===== config.mk =====
export PLATFORM = sky130hd
export DESIGN_NAME = rmux_capture_seq
export DESIGN_NICKNAME = d
export VERILOG_FILES = /design/src/rtl/rmux_capture_seq.sv
export SDC_FILE = /design/constraint.sdc
export NUM_CORES = 1
export LEC_CHECK = 0
export ABC_AREA = 1
export CORE_MARGIN = 2
export CORE_UTILIZATION = 38
export DETAILED_ROUTE_END_ITERATION = 8
export PLACE_DENSITY = 0.77
export SYNTH_ARGS = -nofsm -noshare
export SYNTH_HDL_FRONTEND = slang
export SYNTH_SLANG_ARGS = --single-unit

===== constraint.sdc =====
create_clock -name sysclk -period 1.22 [get_ports sysclk]
set_input_delay 0.183 -clock sysclk [delete_from_list [all_inputs] [get_ports sysclk]]
set_output_delay 0.183 -clock sysclk [all_outputs]
set_load 0.01 [all_outputs]

===== src/rtl/rmux_capture_seq.sv =====
// rmux_capture_seq
// Sequencer and holding register sitting behind a WIDTH-wide bank of RMUX
// AND-NOR cells (RN = ~(A&RA | D&RD)). One request drives one strobe (RA or
// RD), waits SETTLE cycles for the bank to resolve, then captures ~RN_BUS
// into the held register and pulses R_VLD for one cycle.
// While the block is quiet it watches RN_BUS: a bus that is not all ones
// during idle points at a stuck or contended cell, and sets the sticky ERR.
// Optional feature: define RMUX_CAPTURE_PARITY_EN to register even parity
// of the held value on R_PAR. Without it R_PAR is tied low.

module rmux_capture_seq #(
    parameter int WIDTH  = 16,
    parameter int SETTLE = 2
) (
    input  logic             sysclk,
    input  logic             sys_rst_n,
    input  logic             REQ,
    input  logic             SRC,
    output logic             RDY,
    output logic             RA,
    output logic             RD,
    input  logic [WIDTH-1:0] RN_BUS,
    input  logic             CLR,
    output logic [WIDTH-1:0] R_OUT,
    output logic             R_VLD,
    output logic             R_PAR,
    output logic             ERR
);

    typedef enum logic [1:0] {
        ST_IDLE,
        ST_STROBE,
        ST_SETTLE,
        ST_CAPT
    } stateT;

    // The counter is 4 bits wide, so the largest settle time is 15 cycles
    localparam logic [3:0] CNT_LOAD = 4'(SETTLE - 1);

    stateT            state;
    stateT            nextState;
    logic             srcLat;
    logic [3:0]       settleCnt;
    logic             raReg;
    logic             rdReg;
    logic [WIDTH-1:0] rOut;
    logic             errReg;
    logic             idleRun;
    logic             quietNow;
    logic             accept;
    logic             clrIdle;
    logic             strobeNext;

    // State register; reset returns to idle at once, even mid-operation
    always_ff @(posedge sysclk or negedge sys_rst_n) begin
        if (!sys_rst_n) begin
            state <= ST_IDLE;
        end else begin
            state <= nextState;
        end
    end

    // Next-state decode plus the handshake outputs that follow the state
    always_comb begin
        nextState  = state;
        RDY        = 1'b0;
        R_VLD      = 1'b0;
        accept     = 1'b0;
        clrIdle    = 1'b0;
        strobeNext = 1'b0;
        case (state)
            ST_IDLE: begin
                RDY = 1'b1;
                if (REQ) begin
                    accept    = 1'b1;
                    nextState = ST_STROBE;
                end else if (CLR) begin
                    clrIdle = 1'b1;
                end
            end
            ST_STROBE: begin
                strobeNext = 1'b1;
                nextState  = ST_SETTLE;
            end
            ST_SETTLE: begin
                strobeNext = 1'b1;
                if (settleCnt == 4'd0) begin
                    nextState = ST_CAPT;
                end
            end
            ST_CAPT: begin
                R_VLD     = 1'b1;
                nextState = ST_IDLE;
            end
            default: begin
                nextState = ST_IDLE;
            end
        endcase
    end

    // Latch the source select on accept; later SRC changes are ignored
    always_ff @(posedge sysclk or negedge sys_rst_n) begin
        if (!sys_rst_n) begin
            srcLat <= 1'b0;
        end else if (accept) begin
            srcLat <= SRC;
        end
    end

    // Settle counter: loaded in STROBE, counts down through SETTLE to zero
    always_ff @(posedge sysclk or negedge sys_rst_n) begin
        if (!sys_rst_n) begin
            settleCnt <= 4'd0;
        end else if (state == ST_STROBE) begin
            settleCnt <= CNT_LOAD;
        end else if (state == ST_SETTLE && settleCnt != 4'd0) begin
            settleCnt <= settleCnt - 4'd1;
        end
    end

    // Registered strobes: high from the edge leaving STROBE until the edge
    // leaving CAPT, only one of them ever set, both cleared by reset
    always_ff @(posedge sysclk or negedge sys_rst_n) begin
        if (!sys_rst_n) begin
            raReg <= 1'b0;
            rdReg <= 1'b0;
        end else begin
            raReg <= strobeNext & ~srcLat;
            rdReg <= strobeNext & srcLat;
        end
    end

    assign RA = raReg;
    assign RD = rdReg;

    // Held register: takes the true-polarity bus in CAPT, clears on an idle CLR
    always_ff @(posedge sysclk or negedge sys_rst_n) begin
        if (!sys_rst_n) begin
            rOut <= '0;
        end else if (state == ST_CAPT) begin
            rOut <= ~RN_BUS;
        end else if (clrIdle) begin
            rOut <= '0;
        end
    end

    assign R_OUT = rOut;

`ifdef RMUX_CAPTURE_PARITY_EN
    logic rPar;

    // Parity of the held value, updated on exactly the same edges as R_OUT
    always_ff @(posedge sysclk or negedge sys_rst_n) begin
        if (!sys_rst_n) begin
            rPar <= 1'b0;
        end else if (state == ST_CAPT) begin
            rPar <= ^(~RN_BUS);
        end else if (clrIdle) begin
            rPar <= 1'b0;
        end
    end

    assign R_PAR = rPar;
`else
    assign R_PAR = 1'b0;
`endif

    // The bank is quiet when idle with both strobes low; the first quiet
    // cycle after a capture is a grace cycle while the cells recover
    assign quietNow = (state == ST_IDLE) & ~raReg & ~rdReg;

    // Remember whether the previous cycle was already quiet
    always_ff @(posedge sysclk or negedge sys_rst_n) begin
        if (!sys_rst_n) begin
            idleRun <= 1'b0;
        end else begin
            idleRun <= quietNow;
        end
    end

    // Sticky idle-bus error: any low bit after two quiet cycles; reset only
    always_ff @(posedge sysclk or negedge sys_rst_n) begin
        if (!sys_rst_n) begin
            errReg <= 1'b0;
        end else if (quietNow && idleRun && (RN_BUS != '1)) begin
            errReg <= 1'b1;
        end
    end

    assign ERR = errReg;

endmodule


# After elaboration in Yosys (flattened, before gate mapping)
# Cells that the tools add are included.
# op_classes
n_addsub	1
n_bitwise	8
muxes	15
n_eq_ne	6
n_reduce_logical	10
# op_table
operator	count
$mux 16	2
$ne 16x16->1 const B	1
$not 16->16	1
$mux 1	8
$mux 4	2
$pmux 2 s4	1
$and 1x1->1	4
$eq 2x2->1 const B	2
$logic_not 4->1	1
$mux 2	2
$ne 2x2->1 const B	2
$reduce_bool 2->1	2
$reduce_bool 4->1	1
$sub 4x1->4 const B	1
$logic_and 1x1->1	3
$not 1->1	3
$eq 2x1->1 const B	1
$logic_not 2->1	1
$reduce_and 2->1	1
$reduce_or 2->1	1
# totals
ff_bits	27
out_inout_bits	22
inputBits	21
word_cells	48

# Depth between registers and ports, before layout
# Gate-level depths: netlist of run 1.
# depth
depth_word	5
mapped_depth	8

# Worst setup path after synthesis of run 1
# Ideal clock, no wire load.
# synth_path
kind	register to register
startpoint	register state[0]
endpoint	register rOut[0], in the netlist R_OUT[0]
setup_slack_ns	-0.101
n_path_buf	1
period_less_slack_ns	1.321
arrival_ns	1.189
setup_ns	0.132
stages_incl_launch_ff	7
path_cell_list	dfrtp_1 inv_1 ha_1 nand3_4 buf_6 nand3_2 o21ai_1
# synth_between
elab_chain_cells	3
elab_cells_between_ends	5
cone_classes	1 x eq/ne; 2 x mux; 2 x reduce/logical
# synth_rtl
element	line	text
from (decl)	40	stateT state;
from (signal assigned)	59	state <= nextState;
$logic_not 2->1	71	case (state)
$mux 1	71	
$reduce_bool 2->1 (no line)	-	
to (signal assigned)	141	rOut <= ~RN_BUS;
to (decl)	46	logic [WIDTH-1:0] rOut;
# Parallel ways exist; a longest one is shown, timed or not.
# A chain may end at the register's enable or synchronous reset.

# Worst setup path after layout of run 1
# layout_path
startpoint	register state[0]
endpoint	register errReg, in the netlist ERR
# layout_between
elab_chain_cells	5
# layout_rtl
element	line	text
$logic_not 2->1	170	assign quietNow = (state == ST_IDLE) & ~raReg & ~rdReg;
$and 1x1->1 (2 in series)	170	
$logic_and 1x1->1 (2 in series)	185	end else if (quietNow && idleRun && (RN_BUS != '1)) begin
to (signal assigned)	184	errReg <= 1'b0;
to (signal assigned)	186	errReg <= 1'b1;
to (decl)	47	logic errReg;
# Every way passes these cells.

==> results of run 1 <==
## power groups by stage
stage	registers, µW	clock network [µW]	logic (µW)
detailed placement	1540	0	2450
global route	1550	456	3880
global placement	1520	0	2360
finish	1510	403	3590
floorplan	1640	0	1230
CTS	1480	393	3160
## sequential cells by signal, summed over array words and instances, names as in the netlist
signal,cells
ERR,1
RA,1
RD,1
R_OUT,16
idleRun,1
settleCnt,4
srcLat,1
state,2
## final cells by class
| cell class | count | area (µm²) |
|---|---|---|
| multi-input cells | 96 | 698.2 |
| inverters | 16 | 75.07 |
| repair buffers | 78 | 760.7 |
| clock buffers | 3 | 22.52 |
| clock inverters | 1 | 5.005 |
| well taps | 46 | 57.56 |
| fillers | 271 | 1069 |
| flip-flops and latches | 27 | 675.6 |
## worst max path at each step
stage                     startpoint            to  slack [ns]
final                       state[0]           ERR       -0.20
after global routing        state[1]           ERR       -0.27
after CTS                   state[1]           ERR       -0.16
after detailed placement    state[0]  settleCnt[2]       -0.18
after global placement      state[0]           RDY       -0.11
after floorplan             state[0]  settleCnt[3]       -0.01
## layout by cell type, fill, tap and decap left out, types with 4 or more instances in the layout
cell type / netlist / layout
buf_4: 1 / 26
buf_6: 1 / 8
clkdlybuf4s15_1: 0 / 16
clkdlybuf4s50_1: 0 / 20
dfrtp_1: 27 / 27
ha_1: 7 / 4
inv_1: 11 / 7
inv_2: 5 / 6
nand2_1: 28 / 25
nand3_1: 10 / 4
nand3_2: 10 / 16
nor2_1: 12 / 9
o21ai_1: 20 / 15
o21ai_2: 0 / 5
## worst max-delay path, delay by kind of cell, from the launching register on
family,cells,cell delay (ns)
DFF,1,0.42
buffers and inverters,4,0.32
and+or+nand+nor,4,0.43
AOI/OAI and AO/OA,1,0.07
adders and majority gates,1,0.12
## stage by stage
stage,cell area (µm²),power [µW]
6_report,2295,5508
5_1_grt,2295,5885
4_1_cts,2160,5039
3_5_place_dp,1888,3988
3_3_place_gp,1888,3878
2_1_floorplan,1345,2866
## logic make-up after synthesis
logic type      Yosys count  share of synthesized area
simple gates             65                     0.2610
other cells               1                   0.002814
fa+ha+maj                 7                    0.06572
compound gates           21                    0.08733
flops                    27                     0.5070
xor+xnor                  1                   0.006574
buf+inv                  21                    0.06948
## timing repair
item                                    CTS  global route
gates resized for setup                  55            40
hold buffers                              0             0
cloned                                    3             0
setup buffers                            16             9
endpoints found under the setup margin   44            46
pin swaps                                12            16
## per-layer routing
layer,up-vias,GRT usage
li1,623,-
met1,647,0.2379
met2,58,0.3457
met3,10,0.03750
met4,0,0.05707
met5,-,0
==> results_dict.tcl, run 1 <==
set metrics [dict create \
    syn_area_um2 1333 \
    crit_top_cell "buf_6" \
    syn_area_per_cell_um2 9.318 \
    ys_async_sr_fraction 1.000 \
    dpl_worst_slack_ns -0.1795 \
    ys_ff_latch 27 \
    wl_per_cell_um 15.14 \
    post-route-drc-count 0 \
    yosys-top-cells-area "dfrtp_1, nand2_1, nand3_2" \
    viasPerCell 5.011 \
    ios 43 \
    portBuffers 41 \
    finalHoldViolCount 0 \
    synthFlopType "dfrtp_1" \
    layout-drive-gt1-share 0.4118 \
    grt_first_pass_wirelength_um 6058 \
    fmax_ghz 0.7063 \
    critPathMaxStageDelay_ns 0.42 \
    rrSetupSlack_ns -0.20 \
    wl_um 4043 \
    syn2layout_area_growth_pct 72.21 \
    fin_crit_sh 1.161 \
    dr.first_iter.drc_count 52 \
    cts-buffers-inserted 3 \
    finalMaxSlewViolations 0 \
    stdcell_count 267 \
    rr_endpoint "ERR" \
    hold_ws_ns 0.1716 \
    r2r_start "state[0]" \
    arrival_ns 1.71 \
    cts_buffer_depth 2 \
    rsz0062_at_grt "true" \
    cp-end-kind "register" \
    rows 21 \
    dieWidth_um 63.22 \
    die_h_um 63.22 \
    cellLeakagePower_uw 0.001092 \
    first_pass_iters 4 \
    tns_ns -3.150 \
    grt_pass1_vias 1280 \
    pwr-share-comb 0.652 \
    violations "setup timing" \
    outcome "finished, violations left" \
    vias 1338 \
    root_buffer "clkbuf_4" \
    path_clk_slew_ns 0.15 \
    synth_edf_count 0 \
    hp-class "input pin to async pin" \
    crit_chain "buf_6 -> inv_6 -> ha_4 -> buf_6 -> inv_2 -> nor2_2 -> nand2_2 -> nor2_4 -> o21ai_2 -> nand2_1" \
    period_minus_slack_ns 1.416 \
    detail-route-antenna-nets 0 \
    switching_share 0.4049 \
    fin_skew_ns 0.004362 \
    clk_latency_ns 0.34 \
    h-tree-depth 1 \
    synth_cell_type_count 20 \
    start_util 0.3962 \
    routed.top_layer "met4" \
    wl_met3_um 243 \
    cp_slowest_cell "dfrtp_1" \
    drt-met1-wl_um 1562 \
    rr_worst_depth 10 \
    max-cap-violations 0 \
    met2WireLength_um 2107 \
    p_int_uw 3278 \
    antenna_found_initial 0 \
    syn-instance-count 143 \
    grtUsageTotal 0.1940 \
    synth_top_area_frac 0.5070 \
    routabilityCongestion 0.7684 \
    setup_viol 26 \
    cts_sinks 27 \
    synth_nets 171 \
    grt_overflow 0 \
    clkPwrFrac 0.073 \
    required_ns 1.51 \
    synth_commonest_cells "nand2_1, dfrtp_1, o21ai_1" \
    cts_tree "built" \
    ys_warn_count 0 \
    crit_type "register to register" \
    diodes 0 \
    die_area_um2 3996 \
    timing.final.ws_setup_ns -0.1959 \
    p_seq_frac 0.275 \
    yosys.area.top_type "dfrtp_1" \
    cp-start-kind "register" \
    fin_nets 250 \
    irDropWorstVdd_uv 1545 \
    ys_seq_area_frac 0.5070 \
    synth.most_common_cell "nand2_1" \
    final_util 0.6823 \
    worst-path-max-fanout 3 \
    grt_max_degree 28 \
    post-place-cells 236 \
    power_density_nw_per_um2 2400 \
    switchingPower_uw 2230 \
    coreArea_um2 3363 \
    hpwl_um 2225 \
]
Power figures use the tool's default switching activity.
==> run 2, diff against run 1 <==
--- a/config.mk
+++ b/config.mk
@@ -6,10 +6,13 @@
 export NUM_CORES = 1
 export LEC_CHECK = 0
 export ABC_AREA = 1
+export CELL_PAD_IN_SITES_DETAIL_PLACEMENT = 1
+export CELL_PAD_IN_SITES_GLOBAL_PLACEMENT = 2
 export CORE_MARGIN = 2
-export CORE_UTILIZATION = 38
+export CORE_UTILIZATION = 24
 export DETAILED_ROUTE_END_ITERATION = 8
-export PLACE_DENSITY = 0.77
+export PLACE_DENSITY = 0.81
+export SKIP_CTS_REPAIR_TIMING = 1
 export SYNTH_ARGS = -nofsm -noshare
 export SYNTH_HDL_FRONTEND = slang
 export SYNTH_SLANG_ARGS = --single-unit
==> run 2 against run 1 <==
- the flow still finishes with violations (setup timing)
- sequential power hardly changed
- clock skew is 0.0054 ns higher
- largest cell class unchanged
- critical path depth is 2 lower
- worst hold slack better by 0.082 ns
- non-clock buffer count is 15 lower
- cell area is 0.93% higher
- critical path type unchanged
- utilization is 26 points lower
- register-to-register slack better by 0.02 ns
- routed wire length is 2.0% higher
==> results_dict.tcl, run 2 (synthesis gave the netlist of run 1 again) <==
set metrics [dict create \
    outcome "finished, violations left" \
    violations "setup timing" \
    layout-drive-gt1-share 0.3252 \
    r2r_start "state[0]" \
    wl_per_cell_um 14.83 \
    critPathTopFamily "flip-flops" \
    hp-class "input pin to async pin" \
    cp_slowest_cell "dfrtp_1" \
    multi_input_area_um2 669.4 \
    largest_reg_flops 16 \
    finalHoldViolCount 0 \
    dieWidth_um 78.52 \
    finalMaxSlewViolations 0 \
    ios 43 \
    diodes 0 \
    rsz0062_at_grt "true" \
    vias 1211 \
    first_pass_iters 4 \
    fin_skew_ns 0.009745 \
    fmax_ghz 0.7164 \
    hpwl_um 2529 \
    p_int_uw 3370 \
    syn2layout_area_growth_pct 73.80 \
    grtUsageTotal 0.1178 \
    rr_endpoint "R_OUT[1]" \
    dr.first_iter.drc_count 5 \
    rows 27 \
    max-cap-violations 0 \
    h-tree-depth 1 \
    setup_viol 26 \
    critPathMaxStageDelay_ns 0.42 \
    path_clk_slew_ns 0.10 \
    timing.final.ws_setup_ns -0.1759 \
    clkPwrFrac 0.097 \
    viasPerCell 4.356 \
    rrSetupSlack_ns -0.18 \
    detail-route-antenna-nets 0 \
    worst-path-max-fanout 8 \
    tns_ns -3.156 \
    final_common_cell "dfrtp_1" \
    start_util 0.2450 \
    antenna_found_initial 0 \
    cellLeakagePower_uw 0.001266 \
    root_buffer "clkbuf_8" \
    fill_cells 607 \
    pwr-share-comb 0.624 \
    die_area_um2 6165 \
    total_power_uw 5524 \
    p_seq_frac 0.279 \
    clk_latency_ns 0.28 \
    cp-start-kind "register" \
    grt_max_degree 28 \
    worst-path-buf-inv 4 \
    coreArea_um2 5439 \
    required_ns 1.39 \
    power_density_nw_per_um2 2385 \
    ff_latch_area_um2 676.9 \
    crit_chain "buf_6 -> inv_4 -> ha_4 -> buf_12 -> buf_4 -> nand3_4 -> nand3_2 -> o21ai_2" \
    fin_crit_sh 1.144 \
    grt_pass1_vias 1197 \
    cts-buffers-inserted 3 \
    switching_share 0.3899 \
    wl_um 4124 \
    cts_sinks 27 \
    period_minus_slack_ns 1.396 \
    routabilityCongestion 0.8085 \
    grt_overflow 0 \
    grt_first_pass_wirelength_um 5685 \
    cts_tree "built" \
    switchingPower_uw 2154 \
    cp-end-kind "register" \
    layout_common_cells "dfrtp_1, nand2_1, clkdlybuf4s50_1, dlymetal6s2s_1, o21ai_1" \
    fin_nets 235 \
    crit_type "register to register" \
    die_h_um 78.52 \
    rr_worst_depth 8 \
    post-route-drc-count 0 \
    portBuffers 41 \
    arrival_ns 1.57 \
    irDropWorstVdd_uv 1219 \
    cts_buffer_depth 2 \
]
## run 2: how the worst max path moves through the flow
stage          startpoint      endpoint  slack [ns]  depth (start not counted)
2_1_floorplan    state[0]  settleCnt[3]       -0.01                          7
3_3_place_gp     state[0]           RDY       -0.14                          3
3_5_place_dp     state[0]           RDY       -0.16                          3
4_1_cts          state[0]           RDY       -0.48                          3
5_1_grt          state[0]      R_OUT[1]       -0.23                          8
6_report         state[0]      R_OUT[1]       -0.18                          8
## run 2: routing by layer
layer | up-vias | GRT usage | part of all wire
met5 | - | 0 | 0
met4 | 0 | 0.05263 | 0.015
met3 | 5 | 0.01954 | 0.031
met2 | 26 | 0.2009 | 0.52
met1 | 595 | 0.1454 | 0.43
li1 | 585 | - | -
## run 2: area by class of cell
class / instances / share of cell area
repair buffers: 63 / 0.3301
flip-flops and latches: 27 / 0.2923
multi-input cells: 96 / 0.2890
well taps: 72 / 0.03890
inverters: 16 / 0.03025
clock buffers: 4 / 0.01945
## run 2: per-stage QoR
step           utilization  hold WS (ns)  setup WS [ns]  cells  instance area (µm²)
2_1_floorplan            -       -0.1126       -0.01257    143                 1345
3_3_place_gp        0.3619        0.4496        -0.1358    265                 1968
3_5_place_dp        0.3619        0.4562        -0.1569    265                 1968
4_1_cts             0.3701        0.2591        -0.4793    269                 2013
5_1_grt             0.4258        0.2770        -0.2339    278                 2316
6_report            0.4258        0.2532        -0.1759    278                 2316
## run 2: power groups by stage
stage | Sequential, µW | Combinational (µW) | Clock, µW
2_1_floorplan | 1640 | 1230 | 0
3_3_place_gp | 1540 | 2600 | 0
3_5_place_dp | 1540 | 2670 | 0
4_1_cts | 1530 | 2680 | 552
5_1_grt | 1590 | 3760 | 595
6_report | 1540 | 3450 | 536
## run 2: worst register-to-register path, delay by kind of cell, from the launching register on
kind / cells / cell delay, ns
and+or+nand+nor: 2 / 0.29
buffers and inverters: 4 / 0.40
adders and majority gates: 1 / 0.14
DFF: 1 / 0.42
AOI/OAI and AO/OA: 1 / 0.05
==> patch (flow settings as in run 1) <==
The 4 states of `stateT` get a one-hot encoding in 4 bits.
--- a/src/rtl/rmux_capture_seq.sv
+++ b/src/rtl/rmux_capture_seq.sv
@@ -27,11 +27,11 @@
     output logic             ERR
 );
 
-    typedef enum logic [1:0] {
-        ST_IDLE,
-        ST_STROBE,
-        ST_SETTLE,
-        ST_CAPT
+    typedef enum logic [3:0] {
+        ST_IDLE   = 4'b0001,
+        ST_STROBE = 4'b0010,
+        ST_SETTLE = 4'b0100,
+        ST_CAPT   = 4'b1000
     } stateT;
 
     // The counter is 4 bits wide, so the largest settle time is 15 cycles
Formal check against the unedited RTL: same outputs for any inputs over 10 cycles, from zero or initial values and one cycle with sys_rst_n low; not proved beyond that.
==> patch against run 1 <==
The flow still finishes with violations (negative setup slack); worst setup slack got worse by 45 ps; global-route usage increased by 0.27 points; via count decreased by 6.1%; cell area decreased by 7.6%; synthesized area decreased by 5.1%; sequential cell count increased by 2; power decreased by 16%; routed wire length decreased by 2.5%; clock skew increased by 7.8 ps; critical path type is now reg -> out; largest power group unchanged; highest routed layer unchanged.
==> patch: results <==
logic_synthesis:
  synth_fa_ha_area_share_pct: 1.98
  synth-xor-area-share_pct: 0.692
  synth_nets: 160
  synthCells: 137
  synth_compound_area_share_pct: 7.52
  seq_area_frac_synth_pct: 57.5
  synth.distinct_cells: 21
  ys_top_cells_by_count: "dfrtp_1 (28), nand3_1 (22), nand2_1 (20)"
placement:
  dp_cells: 228
  place_area_mm2: 0.00180
  place_ws_ps: -310
grt:
  grt_pass1_vias: 1167
  use_met1_pct: 22.6
  grt.total_usage_pct: 19.7
  grt_pass1_wl_um: 5280
  grt_max_degree: 33
worst_setup_path:
  max_stage_delay_ps: 540
  path_delay_family: "flip-flops"
  ff2ff_path_depth: 6
  slowest_stage: "dfstp_2"
  reg2reg_to: "R_OUT[1]"
  rr_startpoint: "state[0]"
sta:
  fin_setup_tns_ps: -3020
  layout_setup_ws_ps: -241
  hold_ws_ps: 214
  final-setup-viol-count: 26
  skew_ps: 12.1
pwr:
  seqPwrFrac_pct: 34.8
  peakVddDrop_v: 0.00125
  internal_power_mw: 2.77
final_layout:
  layoutNonFillerInstCount: 246
  fin_nets: 224
clock_network:
  cts_buffers: 5
  clk_transition_reported_paths_ps: 100
status:
  status: "complete, but fails checks"
  violations: "negative setup slack"
routing:
  drt-initial-drc-count: 104
  routedWlPerCell_um: 16.0
  met3_length_um: 308
  drt-met1-wl_um: 1520
  via_per_inst: 5.11
## patch: cell types whose count changed in the layout (fill, tap and decap cells not counted), sizes merged, moves of 2 or more
| cell | before | now |
|---|---|---|
| buf | 39 | 22 |
| clkbuf | 6 | 8 |
| clkdlybuf4s15 | 16 | 9 |
| dlygate4sd2 | 0 | 10 |
| ha | 7 | 2 |
| nand2 | 30 | 21 |
| nand4 | 1 | 8 |
## patch: worst max-delay path by stage
stage,start,end,slack (ps),cells past startpoint
after floorplan,state[0],state[3],-3,7
after global placement,state[0],RDY,-270,5
after detailed placement,state[0],RDY,-310,5
after CTS,state[0],RDY,-220,5
after global routing,state[0],R_VLD,-290,5
final,state[0],R_VLD,-240,5
## patch: final cells by class
cell class	instances	area (µm²)
repair buffers	61	593
flip-flops and latches	29	729
multi-input cells	89	627
fillers	246	983
well taps	44	55.1
inverters	15	56.3
clock buffers	8	58.8
## patch: what timing repair did
item,CTS,global route
resized for setup,58,33
pin swaps,3,7
setup endpoints to repair,46,40
setup buffers,2,8
cloned,1,0
